===== src/rtl/fetch_pkg.sv =====
`default_nettype none
// ============================================================================
// Module      : fetch_pkg
// Description : Shared constants for the instruction-fetch stage. These are
//               the fetch FSM state encoding, the PC increment, and the
//               default reset PC and NOP word.
// Revision    : 1.0 - initial release
// ============================================================================
package fetch_pkg;

    // Fetch control FSM states
    localparam logic [1:0] ST_BOOT = 2'd0;
    localparam logic [1:0] ST_RUN  = 2'd1;
    localparam logic [1:0] ST_HALT = 2'd2;

    localparam logic [31:0] PC_INC           = 32'd4;
    localparam logic [31:0] DEFAULT_NOP      = 32'h0000_0000;
    localparam logic [31:0] DEFAULT_RESET_PC = 32'h0000_0000;

    // Instruction addresses must be word aligned.
    function automatic logic is_misaligned(input logic [31:0] addr);
        return addr[1:0] != 2'b00;
    endfunction

endpackage
`default_nettype wire


===== src/rtl/pc_fetch_unit_if.sv =====
`default_nettype none
// ============================================================================
// Module      : pc_fetch_unit_if
// Description : Bundles the fetch-stage signals: the hazard/branch controls,
//               the instruction-memory port, the IF/ID register contents and
//               the status outputs.
//               master : the fetch unit (drives o_*, receives i_*)
//               slave  : the surrounding pipeline / memory model
// Revision    : 1.0 - initial release
// ============================================================================
interface pc_fetch_unit_if;
    logic        i_stall;
    logic        i_br_taken;
    logic [31:0] i_br_target;
    logic [31:0] i_imem_data;
    logic [31:0] o_imem_addr;
    logic [31:0] o_ifid_pc4;
    logic [31:0] o_ifid_instr;
    logic        o_ifid_valid;
    logic [31:0] o_fetch_cnt;
    logic        o_fault;

    modport master (
        input  i_stall, i_br_taken, i_br_target, i_imem_data,
        output o_imem_addr, o_ifid_pc4, o_ifid_instr, o_ifid_valid,
               o_fetch_cnt, o_fault
    );

    modport slave (
        output i_stall, i_br_taken, i_br_target, i_imem_data,
        input  o_imem_addr, o_ifid_pc4, o_ifid_instr, o_ifid_valid,
               o_fetch_cnt, o_fault
    );
endinterface
`default_nettype wire


===== src/rtl/ifid_reg.sv =====
`default_nettype none
// ============================================================================
// Module      : ifid_reg
// Description : IF/ID pipeline register. Supports load, hold and flush.
//               Flush has priority over load. Reset and flush both leave the
//               register holding NOP with valid cleared.
// Ports       : clk, reset_n (async, active low)
//               i_load / i_flush         - capture / squash controls
//               i_pc4 / i_instr          - next contents
//               o_pc4 / o_instr / o_valid - registered contents
// Revision    : 1.0 - initial release
// ============================================================================
module ifid_reg
    import fetch_pkg::*;
#(
    parameter logic [31:0] NOP = DEFAULT_NOP
) (
    input  wire logic        clk,
    input  wire logic        reset_n,
    input  wire logic        i_load,
    input  wire logic        i_flush,
    input  wire logic [31:0] i_pc4,
    input  wire logic [31:0] i_instr,
    output logic      [31:0] o_pc4,
    output logic      [31:0] o_instr,
    output logic             o_valid
);

    logic [31:0] r_pc4;
    logic [31:0] r_instr;
    logic        r_valid;

    always_ff @(posedge clk or negedge reset_n) begin
        if (!reset_n) begin
            r_pc4   <= 32'd0;
            r_instr <= NOP;
            r_valid <= 1'b0;
        end else if (i_flush) begin
            r_pc4   <= 32'd0;
            r_instr <= NOP;
            r_valid <= 1'b0;
        end else if (i_load) begin
            r_pc4   <= i_pc4;
            r_instr <= i_instr;
            r_valid <= 1'b1;
        end
    end

    assign o_pc4   = r_pc4;
    assign o_instr = r_instr;
    assign o_valid = r_valid;

endmodule
`default_nettype wire


===== src/rtl/pc_fetch_unit.sv =====
`default_nettype none
// ============================================================================
// Module      : pc_fetch_unit
// Description : Instruction-fetch stage. Holds the PC and drives the
//               instruction-memory address. Selects PC+4 or a taken branch
//               target, fills the IF/ID register, and counts accepted
//               instructions. A misaligned branch target halts fetch and
//               raises a sticky fault that only reset clears.
// Ports       : clk, reset_n (async, active low)
//               bus (pc_fetch_unit_if.master) - stall/branch inputs,
//               imem port, IF/ID contents, fetch counter, fault flag
// Revision    : 1.0 - initial release
// ============================================================================
module pc_fetch_unit
    import fetch_pkg::*;
#(
    parameter logic [31:0] RESET_PC = DEFAULT_RESET_PC,
    parameter logic [31:0] NOP      = DEFAULT_NOP
) (
    input  wire logic        clk,
    input  wire logic        reset_n,
    pc_fetch_unit_if.master  bus
);

    logic [1:0]  r_state;
    logic [31:0] r_pc;
    logic [31:0] r_fetch_cnt;
    logic        r_fault;

    logic        w_run;
    logic        w_bad_target;
    logic        w_trap;
    logic        w_redirect;
    logic        w_flush;
    logic        w_advance;
    logic [31:0] w_pc_plus4;

    // Branch and stall inputs only take effect in RUN. A taken branch
    // outranks a stall, and a misaligned target outranks the redirect.
    always_comb begin
        w_run        = (r_state == ST_RUN);
        w_bad_target = is_misaligned(bus.i_br_target);
        w_flush      = w_run && bus.i_br_taken;
        w_trap       = w_flush && w_bad_target;
        w_redirect   = w_flush && !w_bad_target;
        w_advance    = w_run && !bus.i_br_taken && !bus.i_stall;
        w_pc_plus4   = r_pc + PC_INC;   // wraps modulo 2^32
    end

    always_ff @(posedge clk or negedge reset_n) begin
        if (!reset_n) begin
            r_state <= ST_BOOT;
        end else begin
            case (r_state)
                ST_BOOT: r_state <= ST_RUN;
                ST_RUN:  if (w_trap) r_state <= ST_HALT;
                ST_HALT: r_state <= ST_HALT;
                default: r_state <= ST_HALT;
            endcase
        end
    end

    always_ff @(posedge clk or negedge reset_n) begin
        if (!reset_n) begin
            r_pc        <= RESET_PC;
            r_fetch_cnt <= 32'd0;
            r_fault     <= 1'b0;
        end else begin
            if (w_redirect) begin
                r_pc <= bus.i_br_target;
            end else if (w_advance) begin
                r_pc <= w_pc_plus4;
            end
            if (w_advance) begin
                r_fetch_cnt <= r_fetch_cnt + 32'd1;
            end
            if (w_trap) begin
                r_fault <= 1'b1;
            end
        end
    end

    ifid_reg #(
        .NOP (NOP)
    ) u_ifid_reg (
        .clk     (clk),
        .reset_n (reset_n),
        .i_load  (w_advance),
        .i_flush (w_flush),
        .i_pc4   (w_pc_plus4),
        .i_instr (bus.i_imem_data),
        .o_pc4   (bus.o_ifid_pc4),
        .o_instr (bus.o_ifid_instr),
        .o_valid (bus.o_ifid_valid)
    );

    assign bus.o_imem_addr = r_pc;
    assign bus.o_fetch_cnt = r_fetch_cnt;
    assign bus.o_fault     = r_fault;

endmodule
`default_nettype wire


===== src/flat_wrapper.sv =====
// flat-port wrapper written by rule: the top's interface ports become plain ports
module pc_fetch_unit_flat import fetch_pkg::*;
#(
    parameter logic [31:0] RESET_PC = DEFAULT_RESET_PC,
    parameter logic [31:0] NOP      = DEFAULT_NOP
)
  (clk, reset_n, bus_i_stall, bus_i_br_taken, bus_i_br_target, bus_i_imem_data, bus_o_imem_addr, bus_o_ifid_pc4, bus_o_ifid_instr, bus_o_ifid_valid, bus_o_fetch_cnt, bus_o_fault);
  pc_fetch_unit_if bus_i ();
  input  wire logic clk;
  input  wire logic reset_n;
  input wire logic [$bits(bus_i.i_stall)-1:0] bus_i_stall;
  input wire logic [$bits(bus_i.i_br_taken)-1:0] bus_i_br_taken;
  input wire logic [$bits(bus_i.i_br_target)-1:0] bus_i_br_target;
  input wire logic [$bits(bus_i.i_imem_data)-1:0] bus_i_imem_data;
  output wire logic [$bits(bus_i.o_imem_addr)-1:0] bus_o_imem_addr;
  output wire logic [$bits(bus_i.o_ifid_pc4)-1:0] bus_o_ifid_pc4;
  output wire logic [$bits(bus_i.o_ifid_instr)-1:0] bus_o_ifid_instr;
  output wire logic [$bits(bus_i.o_ifid_valid)-1:0] bus_o_ifid_valid;
  output wire logic [$bits(bus_i.o_fetch_cnt)-1:0] bus_o_fetch_cnt;
  output wire logic [$bits(bus_i.o_fault)-1:0] bus_o_fault;
  assign bus_i.i_stall = bus_i_stall;
  assign bus_i.i_br_taken = bus_i_br_taken;
  assign bus_i.i_br_target = bus_i_br_target;
  assign bus_i.i_imem_data = bus_i_imem_data;
  assign bus_o_imem_addr = bus_i.o_imem_addr;
  assign bus_o_ifid_pc4 = bus_i.o_ifid_pc4;
  assign bus_o_ifid_instr = bus_i.o_ifid_instr;
  assign bus_o_ifid_valid = bus_i.o_ifid_valid;
  assign bus_o_fetch_cnt = bus_i.o_fetch_cnt;
  assign bus_o_fault = bus_i.o_fault;
  pc_fetch_unit #(.RESET_PC(RESET_PC), .NOP(NOP)) u_core (.clk(clk), .reset_n(reset_n), .bus(bus_i));
endmodule

===== config.mk =====
export PLATFORM = sky130hd
export DESIGN_NAME = pc_fetch_unit_flat
export DESIGN_NICKNAME = d
export VERILOG_FILES = /design/src/rtl/fetch_pkg.sv /design/src/rtl/pc_fetch_unit_if.sv /design/src/rtl/ifid_reg.sv /design/src/rtl/pc_fetch_unit.sv /design/src/flat_wrapper.sv
export SDC_FILE = /design/constraint.sdc
export NUM_CORES = 1
export LEC_CHECK = 0
export BUFFER_PORTS_ARGS = -buffer_cell sky130_fd_sc_hd__buf_2
export CAP_MARGIN = 10
export CORE_ASPECT_RATIO = 0.75
export CORE_MARGIN = 8
export CORE_UTILIZATION = 45
export CTS_BUF_LIST = sky130_fd_sc_hd__clkbuf_8 sky130_fd_sc_hd__clkbuf_16
export DETAILED_ROUTE_END_ITERATION = 6
export PLACE_DENSITY = 0.83
export SYNTH_ARGS = -nofsm -noshare
export SYNTH_HDL_FRONTEND = slang
export SYNTH_SLANG_ARGS = --single-unit
export TNS_END_PERCENT = 100

===== constraint.sdc =====
create_clock -name clk -period 2.4 [get_ports clk]
set_input_delay 0.72 -clock clk [delete_from_list [all_inputs] [get_ports clk]]
set_output_delay 0.72 -clock clk [all_outputs]
set_load 0.005 [all_outputs]

* After elaboration in Yosys (flattened, before gate mapping)
Cells that the tools add are included.
** Storage, ports and cells
- Output and inout bits :: 130
- Word-level logic and storage cells :: 32
- Bits in registers :: 132
** Operators by class
- Eq/ne operators :: 2
- Add/sub/neg operators :: 2
- Reduce and logical (&&, ||, !) cells :: 12
- Multiplexer cells :: 9
** Operator list (count)
- two-way mux 32 bit :: 5
- adder 32 x 1 -> 32 bit (second input constant) :: 1
- adder 32 x 3 -> 32 bit (second input constant) :: 1
- nonzero test 2 bit :: 3
- logical AND 1 bit :: 5
- one-hot mux 2 bit (2 select lines) :: 1
- zero test 1 bit :: 3
- equality test 2 x 1 -> 1 bit (second input constant) :: 1
- zero test 2 bit :: 1
- two-way mux 1 bit :: 2
- two-way mux 2 bit :: 1
- != test 2 bit (second input constant) :: 1

* Logic depth before layout (Yosys ltp)
Gate-level depths: netlist of the first run.
- Depth in word-level cells :: 5
- Depth in mapped cells :: 8
- Gate-level depth less buffers :: 6

* Modules after synthesis
A second synthesis of the first run with hierarchy kept.
** Unflattened totals
- Cells, all modules :: 647
- Area total of the unflattened synthesis :: 6701.4 sq um
** By module, submodules not included
- pc_fetch_unit :: area an instance 4063.9 sq um, cells each 438, seq. area each 1676.6 sq um, instances 1
- ifid_reg :: area an instance 2637.5 sq um, cells each 209, seq. area each 1626.6 sq um, instances 1

* Worst setup path before layout of the first run
Ideal clock, no wire load.
- Path type :: input -> register
- Start :: in bus_i_br_taken
- End :: reg u_core.r_fetch_cnt[26] (netlist: u_core.bus.o_fetch_cnt[26])
- Setup time :: 79 ps
- Data arrival time :: 2091 ps
- Data required time :: 2321 ps
- Path slack :: 230 ps
- Cell stages on the path :: 6
- Path through :: nor4b_4 -> nand3_1 -> or4_1 -> buf_2 -> nor3_1 -> xor2_1
** Between the ends
- Longest elaborated chain between the ends :: 3
** Ends and longest elaborated chain
- start, declared :: RTL line flat_wrapper.sv:12 : input wire logic [$bits(bus_i.i_br_taken)-1:0] bus_i_br_taken;
- zero test 1 bit :: RTL line pc_fetch_unit.sv:46 : w_advance = w_run && !bus.i_br_taken && !bus.i_stall;
- logical AND 1 bit (2 in series) :: RTL line pc_fetch_unit.sv:46
- end signal, assigned :: RTL line pc_fetch_unit.sv:75 : r_fetch_cnt <= r_fetch_cnt + 32'd1;
- end, declared :: RTL line pc_fetch_unit.sv:27 : logic [31:0] r_fetch_cnt;
Every way passes these cells.
A chain may end at the register's enable or synchronous reset.

* Final worst setup path of the first run
- Start :: reg u_core.r_pc[2] (netlist: u_core.bus.o_imem_addr[2])
- End :: reg u_core.r_pc[30] (netlist: u_core.bus.o_imem_addr[30])
** Between the ends
- Longest elaborated chain between the ends :: 3
** Ends and longest elaborated chain
- start, declared :: RTL line pc_fetch_unit.sv:26 : logic [31:0] r_pc;
- start signal, assigned :: RTL line pc_fetch_unit.sv:70 : r_pc <= bus.i_br_target;
- start signal, assigned :: RTL line pc_fetch_unit.sv:72 : r_pc <= w_pc_plus4;
- adder 32 x 3 -> 32 bit :: RTL line pc_fetch_unit.sv:47 : w_pc_plus4 = r_pc + PC_INC;
- two-way mux 32 bit :: RTL line pc_fetch_unit.sv:71 : end else if (w_advance) begin
- two-way mux 32 bit :: RTL line pc_fetch_unit.sv:69 : if (w_redirect) begin
Every way passes these cells. The select of a mux whose other input is x is not followed.

==> flow_summary.ini, run 1 <==
[finish]
area_growth_pct = 32.8
fillCellCount = 1091
final_cell_area_um2 = 7830
nets = 813
drive_above_1_share_pct = 35.7
utilization_pct = 60.8
n_antenna_cell = 0
regArea_um2 = 3300
multi_input_area_um2 = 2450

[route]
drcViolationCount = 0
vias_per_cell = 5.50
wl_met1_um = 7880
vias = 5102
drt_iter0_drc = 338
dr.pass1.iters = 5
drtAntennaViolNets = 0
top_layer = met4
dr_wl_met2_um = 7760
wl_per_cell_um = 18.7
drt-total-wl_um = 17300
dr_wl_met3_um = 1340

[clock_network]
ctsRootBufferMaster = clkbuf_16
hold_buffers = 0
post_cts_buffers = 0
cts_resized = 0
h-tree-depth = 4
clk_latency_ns = 0.41
clkTransAtPathRegs_ns = 0.06
cts_made_buffers = 17
cts.sinks = 132
cts_tree = built
clockBufferDepth = 2

[yosys]
syn_area_um2 = 5900
synthCells = 532
synth_xor_area_share_pct = 7.87
synth_top_family_by_area = simple AND/OR/NAND/NOR gates
synth_compound_area_share_pct = 15.4
synth_fa_ha_area_share_pct = 0.424
synth_seq_area_share_pct = 56.0
synth_cell_types = 46
synth_simple_gate_area_share_pct = 17.1
yosysWarnings = 0
synth_edf_count = 0
synth_fp_nets = 602
ys_ff_latch = 132
synthFlopType = dfrtp_1
avgSynthCellArea_um2 = 11.1
synthMuxAreaShare_pct = 0.679
async_flop_share_pct = 100

[global_routing]
grt_pass1_vias = 5234
grt_max_degree = 51
antenna_found_initial = 0
grt_usage_pct = 20.3
grt_first_pass_wirelength_um = 27500
grt_overflow = 0

[power_and_ir_drop]
vdd.ir_drop.worst_mv = 0.496
powerDensity_nw_per_um2 = 908
power_mw = 7.11
leakage_nw = 4.12

[place]
io_buffers = 197
placed_area_um2 = 7240
globalplace.congestion = 0.839
hpwl_um = 12700

[worst_setup_path]
slowest_stage = or4_1
critical_path_class = flop to flop
cp_data_arrival_time_ns = 2.43
max_stage_delay_ns = 0.49
cp-end-kind = flop
cp-start-kind = flop
r2r_slack_ns = 0.24
worstPathRequired_ns = 2.68
crit_chain = ha_1, and3_1, nand4_1, or4_1, mux2i_1, nand3_1
cp_max_fo = 6

[sta]
final.setup.tns_ns = 0
setup_violations = 0
relSlewSlack_pct = 66.4
rsz0062_at_grt = no
tightest_slew_ns = 0.502
period_share_pct = 89.9
skew_ns = 0.00894
hold_violations = 0
drv_slew = 0
max_freq_mhz = 464
post-route-min-period_ns = 2.16

[floorplan]
rows = 36
core-area_um2 = 12900
num_io_pins = 198
die_h_um = 115
start_util_pct = 45.8
die-area_um2 = 17100
die_w_um = 148

[job]
timing.max_cap.violations = 0

[run_status]
outcome = finished, final reports clean

[worst_hold_path]
hold_class = primary input to async pin
through the flow:
| stage | hold slack, ns | std cells | worst slack (ns) |
|---|---|---|---|
| 2_1_floorplan | 0.424 | 532 | 0.230 |
| 3_3_place_gp | 0.449 | 895 | 0.0526 |
| 3_5_place_dp | 0.461 | 895 | -0.00524 |
| 4_1_cts | 0.260 | 927 | 0.267 |
| 5_1_grt | 0.280 | 927 | 0.107 |
| 6_report | 0.247 | 927 | 0.243 |
power by group:
group	internal, mW	switching [mW]
registers	2.68	0.415
clock network	1.58	0.980
logic	0.800	0.661
cell usage after synthesis (2+ instances only):
cell      instances  area, µm²
o21ai_0          26        130
buf_2             7       35.0
nand3_1          23        115
and4_1            9       78.8
a21o_1            9       67.6
ha_1              2       25.0
nor4_1            5       31.3
nand4_1          17        106
dfrtp_1         132       3300
nor4_2            2       25.0
a21bo_2           2       20.0
a221o_1           9       90.1
a21oi_1           9       45.0
buf_1             2       7.51
nor2_1           18       67.6
inv_1             5       18.8
or2_2             3       18.8
o311ai_0          3       26.3
a22oi_1           4       30.0
and2_1            6       37.5
a22o_1           47        412
mux2i_1           4       40.0
nor4_4            2       42.5
a31oi_1           3       18.8
nor3b_1           2       15.0
nor3_1            7       35.0
o31ai_1           2       15.0
xnor2_1          35        307
xor2_1           18        158
and3_1           10       62.6
clkbuf_1         23       86.3
or4_1             5       37.5
nand3b_1          2       15.0
nand2_1          64        240
nand2b_1          4       25.0
flip-flops by register name, indices dropped and copies added, names as in the netlist:
signal and cells:
u_core.u_ifid_reg.o_valid 1, u_core.bus.o_fetch_cnt 32, u_core.bus.o_fault 1, u_core.u_ifid_reg.o_pc4 32, u_core.u_ifid_reg.o_instr 32, u_core.r_state 2, u_core.bus.o_imem_addr 32
layout make-up:
| type | count | area share, % |
|---|---|---|
| clock buffer | 19 | 5.78 |
| clock inverter | 13 | 1.71 |
| timing repair buffer | 224 | 16.1 |
| sequential | 132 | 42.2 |
| inverter | 5 | 0.240 |
| multi-input combinational | 363 | 31.3 |
| tap | 171 | 2.73 |
cell usage in the layout, fill, tap and decap left out, drive strengths merged, types with 6 or more instances in the layout:
cell	Yosys	routed
clkinv	0	8
o21ai	27	27
and4	9	9
nand2	64	64
a21oi	9	9
nand3	23	23
and2	6	6
xor2	18	18
nor2	18	18
a21o	9	9
xnor2	35	35
clkbuf	23	19
buf	9	224
a22o	47	47
and3	10	10
a221o	9	9
dfrtp	132	132
nor4	9	9
nand4	18	18
nor3	8	8
worst paths after layout:
path,end,cells past startpoint,from
max,u_core.bus.o_imem_addr[30],6,u_core.bus.o_imem_addr[2]
min,u_core.u_ifid_reg.o_instr[15],1,reset_n
max reg2reg,u_core.bus.o_imem_addr[30],6,u_core.bus.o_imem_addr[2]
min reg2reg,u_core.u_ifid_reg.o_pc4[26],1,u_core.u_ifid_reg.o_pc4[26]
max in group asynchronous,u_core.u_ifid_reg.o_pc4[19],2,reset_n
min in group clk,u_core.u_ifid_reg.o_pc4[26],1,u_core.u_ifid_reg.o_pc4[26]
layer usage:
metal | GRT usage [%] | vias to the layer above
li1 | - | 2377
met1 | 27.0 | 2489
met2 | 30.9 | 209
met3 | 5.98 | 27
met4 | 7.93 | 0
met5 | 0 | -
worst max-delay path: cells and delay by family, from the launching register on:
family / cells / cell delay, ns
simple gates: 4 / 1.06
flops: 1 / 0.45
mux: 1 / 0.27
fa+ha+maj: 1 / 0.25
kinds of logic (layout without fill, tap and decap cells):
| logic type | count (synthesis) | after routing |
|---|---|---|
| AO/OA/AOI/OAI | 121 | 121 |
| AND/OR/NAND/NOR | 183 | 183 |
| multiplexers | 4 | 4 |
| flip-flops | 132 | 132 |
| adder cells (fa/ha/maj) | 2 | 2 |
| XOR/XNOR | 53 | 53 |
| buffers and inverters | 37 | 261 |
(Power assumes the default switching activity.)
==> inputs of run 2 (changes only) <==
clock period = 2.6 ns   (was 2.4 ns; I/O delays follow)
==> flow_summary.ini, run 2 (synthesis results as in run 1) <==
[sta]
tightest_slew_ns = 0.587
setup_violations = 0
skew_ns = 0.0101
layout_setup_ws_ns = 0.276
drv_slew = 0
max_freq_mhz = 430
hold_violations = 0
post-route-min-period_ns = 2.32
relSlewSlack_pct = 60.9
whs_ns = 0.364
final.setup.tns_ns = 0
rsz0062_at_grt = no
period_share_pct = 89.4

[floorplan]
die-area_um2 = 17100
core-area_um2 = 12900
die_h_um = 115
num_io_pins = 198
rows = 36
start_util_pct = 45.8
die_w_um = 148

[clock_network]
cts.sinks = 132
h-tree-depth = 4
cts_made_buffers = 17
ctsRootBufferMaster = clkbuf_16
cts_resized = 0
clk_latency_ns = 0.41
cts_tree = built
clkTransAtPathRegs_ns = 0.06
clockBufferDepth = 2
post_cts_buffers = 0
hold_buffers = 0

[worst_setup_path]
cp_data_arrival_time_ns = 2.61
max_stage_delay_ns = 0.76
worstPathRequired_ns = 2.88
cp-start-kind = flop
critical_path_class = flop to flop
cp-end-kind = flop
crit_chain = nand4_2, or4_1, nor4_2, mux2i_1, nand3_1
cp_max_fo = 8
slowest_stage = or4_1

[global_routing]
grt_usage_pct = 20.4
antenna_found_initial = 1
grt_overflow = 0
grt_pass1_vias = 5027
grt_max_degree = 67
grt_first_pass_wirelength_um = 27500

[finish]
fillCellCount = 1083
layout_common_cells = buf_2, dfrtp_1, nand2_1
drive_above_1_share_pct = 34.8
final_common_cell = buf_2
nets = 804
area_growth_pct = 32.4
final_cell_area_um2 = 7810

[run_status]
outcome = finished, final reports clean

[route]
drt-total-wl_um = 17600
vias = 5035
wl_per_cell_um = 19.1
dr.pass1.iters = 5
vias_per_cell = 5.48
drtAntennaViolNets = 0
drt_iter0_drc = 361
drcViolationCount = 0

[place]
dp_slack_ns = 0.115
hpwl_um = 12600
placed_area_um2 = 7150
io_buffers = 197
globalplace.congestion = 0.835

[job]
timing.max_cap.violations = 0

[worst_hold_path]
hold_class = primary input to async pin

[power_and_ir_drop]
leakage_nw = 4.11
powerDensity_nw_per_um2 = 875
vdd.ir_drop.worst_mv = 0.461
power_mw = 6.83
[run 2: cell count changes in the layout (fill, tap and decap cells not counted), sizes merged]
cell	change
buf	-9
bufinv	+3
clkinv	-4
clkinvlp	-1
diode	+1
inv	+2
[run 2: critical path: cells and delay by family (launching register included)]
kind / cells / cell delay (ns)
flip-flops: 1 / 0.48
multiplexers: 1 / 0.30
AND/OR/NAND/NOR: 4 / 1.41
[run 2: worst paths after layout]
kind                                             from                             to  depth (start not counted)  slack [ns]
setup / recovery            u_core.bus.o_imem_addr[9]     u_core.bus.o_imem_addr[31]                          5        0.28
hold / removal                                reset_n  u_core.u_ifid_reg.o_instr[12]                          1        0.36
setup reg to reg            u_core.bus.o_imem_addr[9]     u_core.bus.o_imem_addr[31]                          5        0.28
hold reg to reg            u_core.bus.o_fetch_cnt[31]     u_core.bus.o_fetch_cnt[31]                          1        0.47
max in group asynchronous                     reset_n     u_core.bus.o_imem_addr[23]                          2        1.55
min in group clk           u_core.bus.o_fetch_cnt[31]     u_core.bus.o_fetch_cnt[31]                          1        0.47
[run 2: area by class of cell]
| cell class | count | area, µm² | area share (%) |
|---|---|---|---|
| sequential | 132 | 3300 | 42.3 |
| multi-input combinational | 363 | 2450 | 31.4 |
| timing repair buffer | 215 | 1160 | 14.9 |
| clock buffer | 19 | 453 | 5.80 |
| tap | 171 | 214 | 2.74 |
| clock inverter | 13 | 205 | 2.63 |
| inverter | 5 | 18.8 | 0.240 |
| antenna | 1 | 2.50 | 0.0320 |
[run 2: metrics by stage]
step	cells	util (%)
after floorplan	532	-
after global placement	886	55.5
after detailed placement	886	55.5
after CTS	918	60.6
after global routing	919	60.6
final	919	60.6
[run 2: report_power, final]
group	leakage, nW	internal, mW	switching [mW]
sequential	1.78	2.47	0.419
clock	0.321	1.75	0.889
combinational	2.00	0.716	0.584
total	4.11	4.94	1.89
[run 2: routing by layer]
metal | wire (µm) | vias up | global-route usage [%]
li1 | - | 2354 | -
met1 | 7750 | 2461 | 26.4
met5 | 0 | - | 0
met4 | 364 | 0 | 8.13
met3 | 1410 | 26 | 6.76
met2 | 8040 | 194 | 31.2
==> inputs of run 3 (changes only) <==
ABC_AREA = 1   (was not set)
PLACE_DENSITY = 0.81   (was 0.83)
==> flow_summary.ini, run 3 <==
[global_routing]
grt_first_pass_wirelength_um = 31000
grt_pass1_vias = 6010
grt_max_degree = 72
grt_usage_pct = 20.6
antenna_found_initial = 1
grt_overflow = 0

[clock_network]
h-tree-depth = 4
cts_tree = built
ctsRootBufferMaster = clkbuf_16
clk_latency_ns = 0.42
post_cts_buffers = 0
cts.sinks = 132
cts_made_buffers = 17
clockBufferDepth = 2
clkTransAtPathRegs_ns = 0.06
hold_buffers = 0
cts_resized = 0

[yosys]
avgSynthCellArea_um2 = 7.74
syn_area_um2 = 6690
synthFlopType = dfrtp_1
synth_fp_nets = 934
synth_cell_types = 33
synth_common_cells = nand2_1, dfrtp_1, nor2_1
synth_seq_area_share_pct = 49.4
synth_top_cell_area_share_pct = 49.4
synth_area_leaders = dfrtp_1, nand2_1, nor2_1
synth_edf_count = 0
synth_top_area_cell = dfrtp_1
yosysWarnings = 0
post-synth-top-count-cell = nand2_1
ys_ff_latch = 132
synthCells = 864
async_flop_share_pct = 100

[power_and_ir_drop]
power_frac_comb_pct = 26.7
vdd.ir_drop.worst_mv = 0.512
swShare_pct = 33.3
powerDensity_nw_per_um2 = 948
p_seq_share_pct = 41.0
switchingPower_mw = 2.70
cell_internal_pwr_mw = 5.41
power_frac_clock_pct = 32.3
leakage_nw = 4.68

[route]
drt-total-wl_um = 19600
dr.pass1.iters = 6
wl_per_cell_um = 15.3
drcViolationCount = 0
drtAntennaViolNets = 0
drt_iter0_drc = 585
vias_per_cell = 4.98
vias = 6378

[sta]
rsz0062_at_grt = no
final.setup.tns_ns = 0
post-route-min-period_ns = 1.85
period_share_pct = 71.3
max_freq_mhz = 539
skew_ns = 0.00722
tightest_slew_ns = 0.573
hold_violations = 0
drv_slew = 0
setup_violations = 0
relSlewSlack_pct = 61.7

[floorplan]
die-area_um2 = 19100
die_h_um = 122
rows = 38
num_io_pins = 198
start_util_pct = 46.1
die_w_um = 157
core-area_um2 = 14500

[place]
globalplace.congestion = 0.915
io_buffers = 197
hpwl_um = 14800

[finish]
nets = 1137
multi_input_area_um2 = 2930
area_growth_pct = 27.7
layout_common_cells = nand2_1, buf_2, dfrtp_1
regArea_um2 = 3300
final_common_cell = nand2_1
fillCellCount = 1269
drive_above_1_share_pct = 25.1
utilization_pct = 58.9

[worst_setup_path]
slowest_stage = dfrtp_1
cp_max_fo = 6
crit_chain = buf_2
cpLargestDelayFamily = flip-flops
max_stage_delay_ns = 0.49
worstPathRequired_ns = 1.82
cp-start-kind = flop
setup.worst_path.start = u_core.bus.o_fetch_cnt[9]
critical_path_class = flop to output pin
cp_data_arrival_time_ns = 1.07
path_buf_inv = 1
timing.rr.start = u_core.bus.o_imem_addr[3]
cp-end-kind = output pin

[job]
timing.max_cap.violations = 0

[worst_hold_path]
hold_class = primary input to async pin

[run_status]
outcome = finished, final reports clean
run 3: power by group through the flow:
stage | clock network (mW) | logic [mW] | registers (mW)
floorplan | 0 | 1.06 | 3.30
global placement | 0 | 2.15 | 3.31
detailed placement | 0 | 2.20 | 3.32
CTS | 2.66 | 2.21 | 3.32
global route | 2.75 | 2.46 | 3.41
finish | 2.62 | 2.16 | 3.33
run 3: metrics by stage:
step,power (mW),setup WS (ns),area [µm²],cells,hold slack [ns]
3_5_place_dp,5.52,0.507,7900,1248,0.455
3_3_place_gp,5.46,0.559,7900,1248,0.450
2_1_floorplan,4.37,1.00,6690,864,0.465
6_report,8.11,0.746,8550,1281,0.247
5_1_grt,8.62,0.647,8550,1281,0.255
4_1_cts,8.18,0.726,8540,1280,0.238
run 3: layout make-up:
type	count	share of cell area (%)
repair buffers	205	12.6
clock buffers	19	5.30
well taps	200	2.93
diodes	1	0.0293
flip-flops and latches	132	38.6
multi-input cells	621	34.2
inverters	90	3.95
clock inverters	13	2.30
run 3: routing by layer:
layer  track usage (%)  vias up  share of wire [%]
met3              7.01       28                9.9
met5                 0        -                  0
met4              6.95        0                1.5
met1              28.4     2957                 45
met2              29.9      283                 43
li1                  -     3110                  -
run 3: logic make-up (layout without fill, tap and decap cells):
group	after synthesis	count (layout)	share of synthesized area, %
AO/OA/AOI/OAI	60	60	6.49
XOR/XNOR	26	26	3.40
other	0	1	0
AND/OR/NAND/NOR	533	533	33.4
buffers and inverters	111	327	7.01
flip-flops	132	132	49.4
adder cells (fa/ha/maj)	2	2	0.374
run 3: worst register-to-register path: cells and delay by family, from the launching register on:
kind	cells	cell delay [ns]
flip-flops	1	0.42
AND/OR/NAND/NOR	9	1.02
adder cells (fa/ha/maj)	1	0.24
run 3: final timing paths:
| kind | to | slack (ns) | depth (start not counted) |
|---|---|---|---|
| max | bus_o_fetch_cnt[9] | 0.75 | 1 |
| min reg2reg | u_core.bus.o_fault | 0.47 | 1 |
| min | u_core.u_ifid_reg.o_pc4[9] | 0.25 | 1 |
| min in group clk | u_core.bus.o_fault | 0.47 | 1 |
| max reg2reg | u_core.u_ifid_reg.o_pc4[30] | 0.80 | 10 |
| max in group asynchronous | u_core.u_ifid_reg.o_instr[14] | 1.68 | 2 |
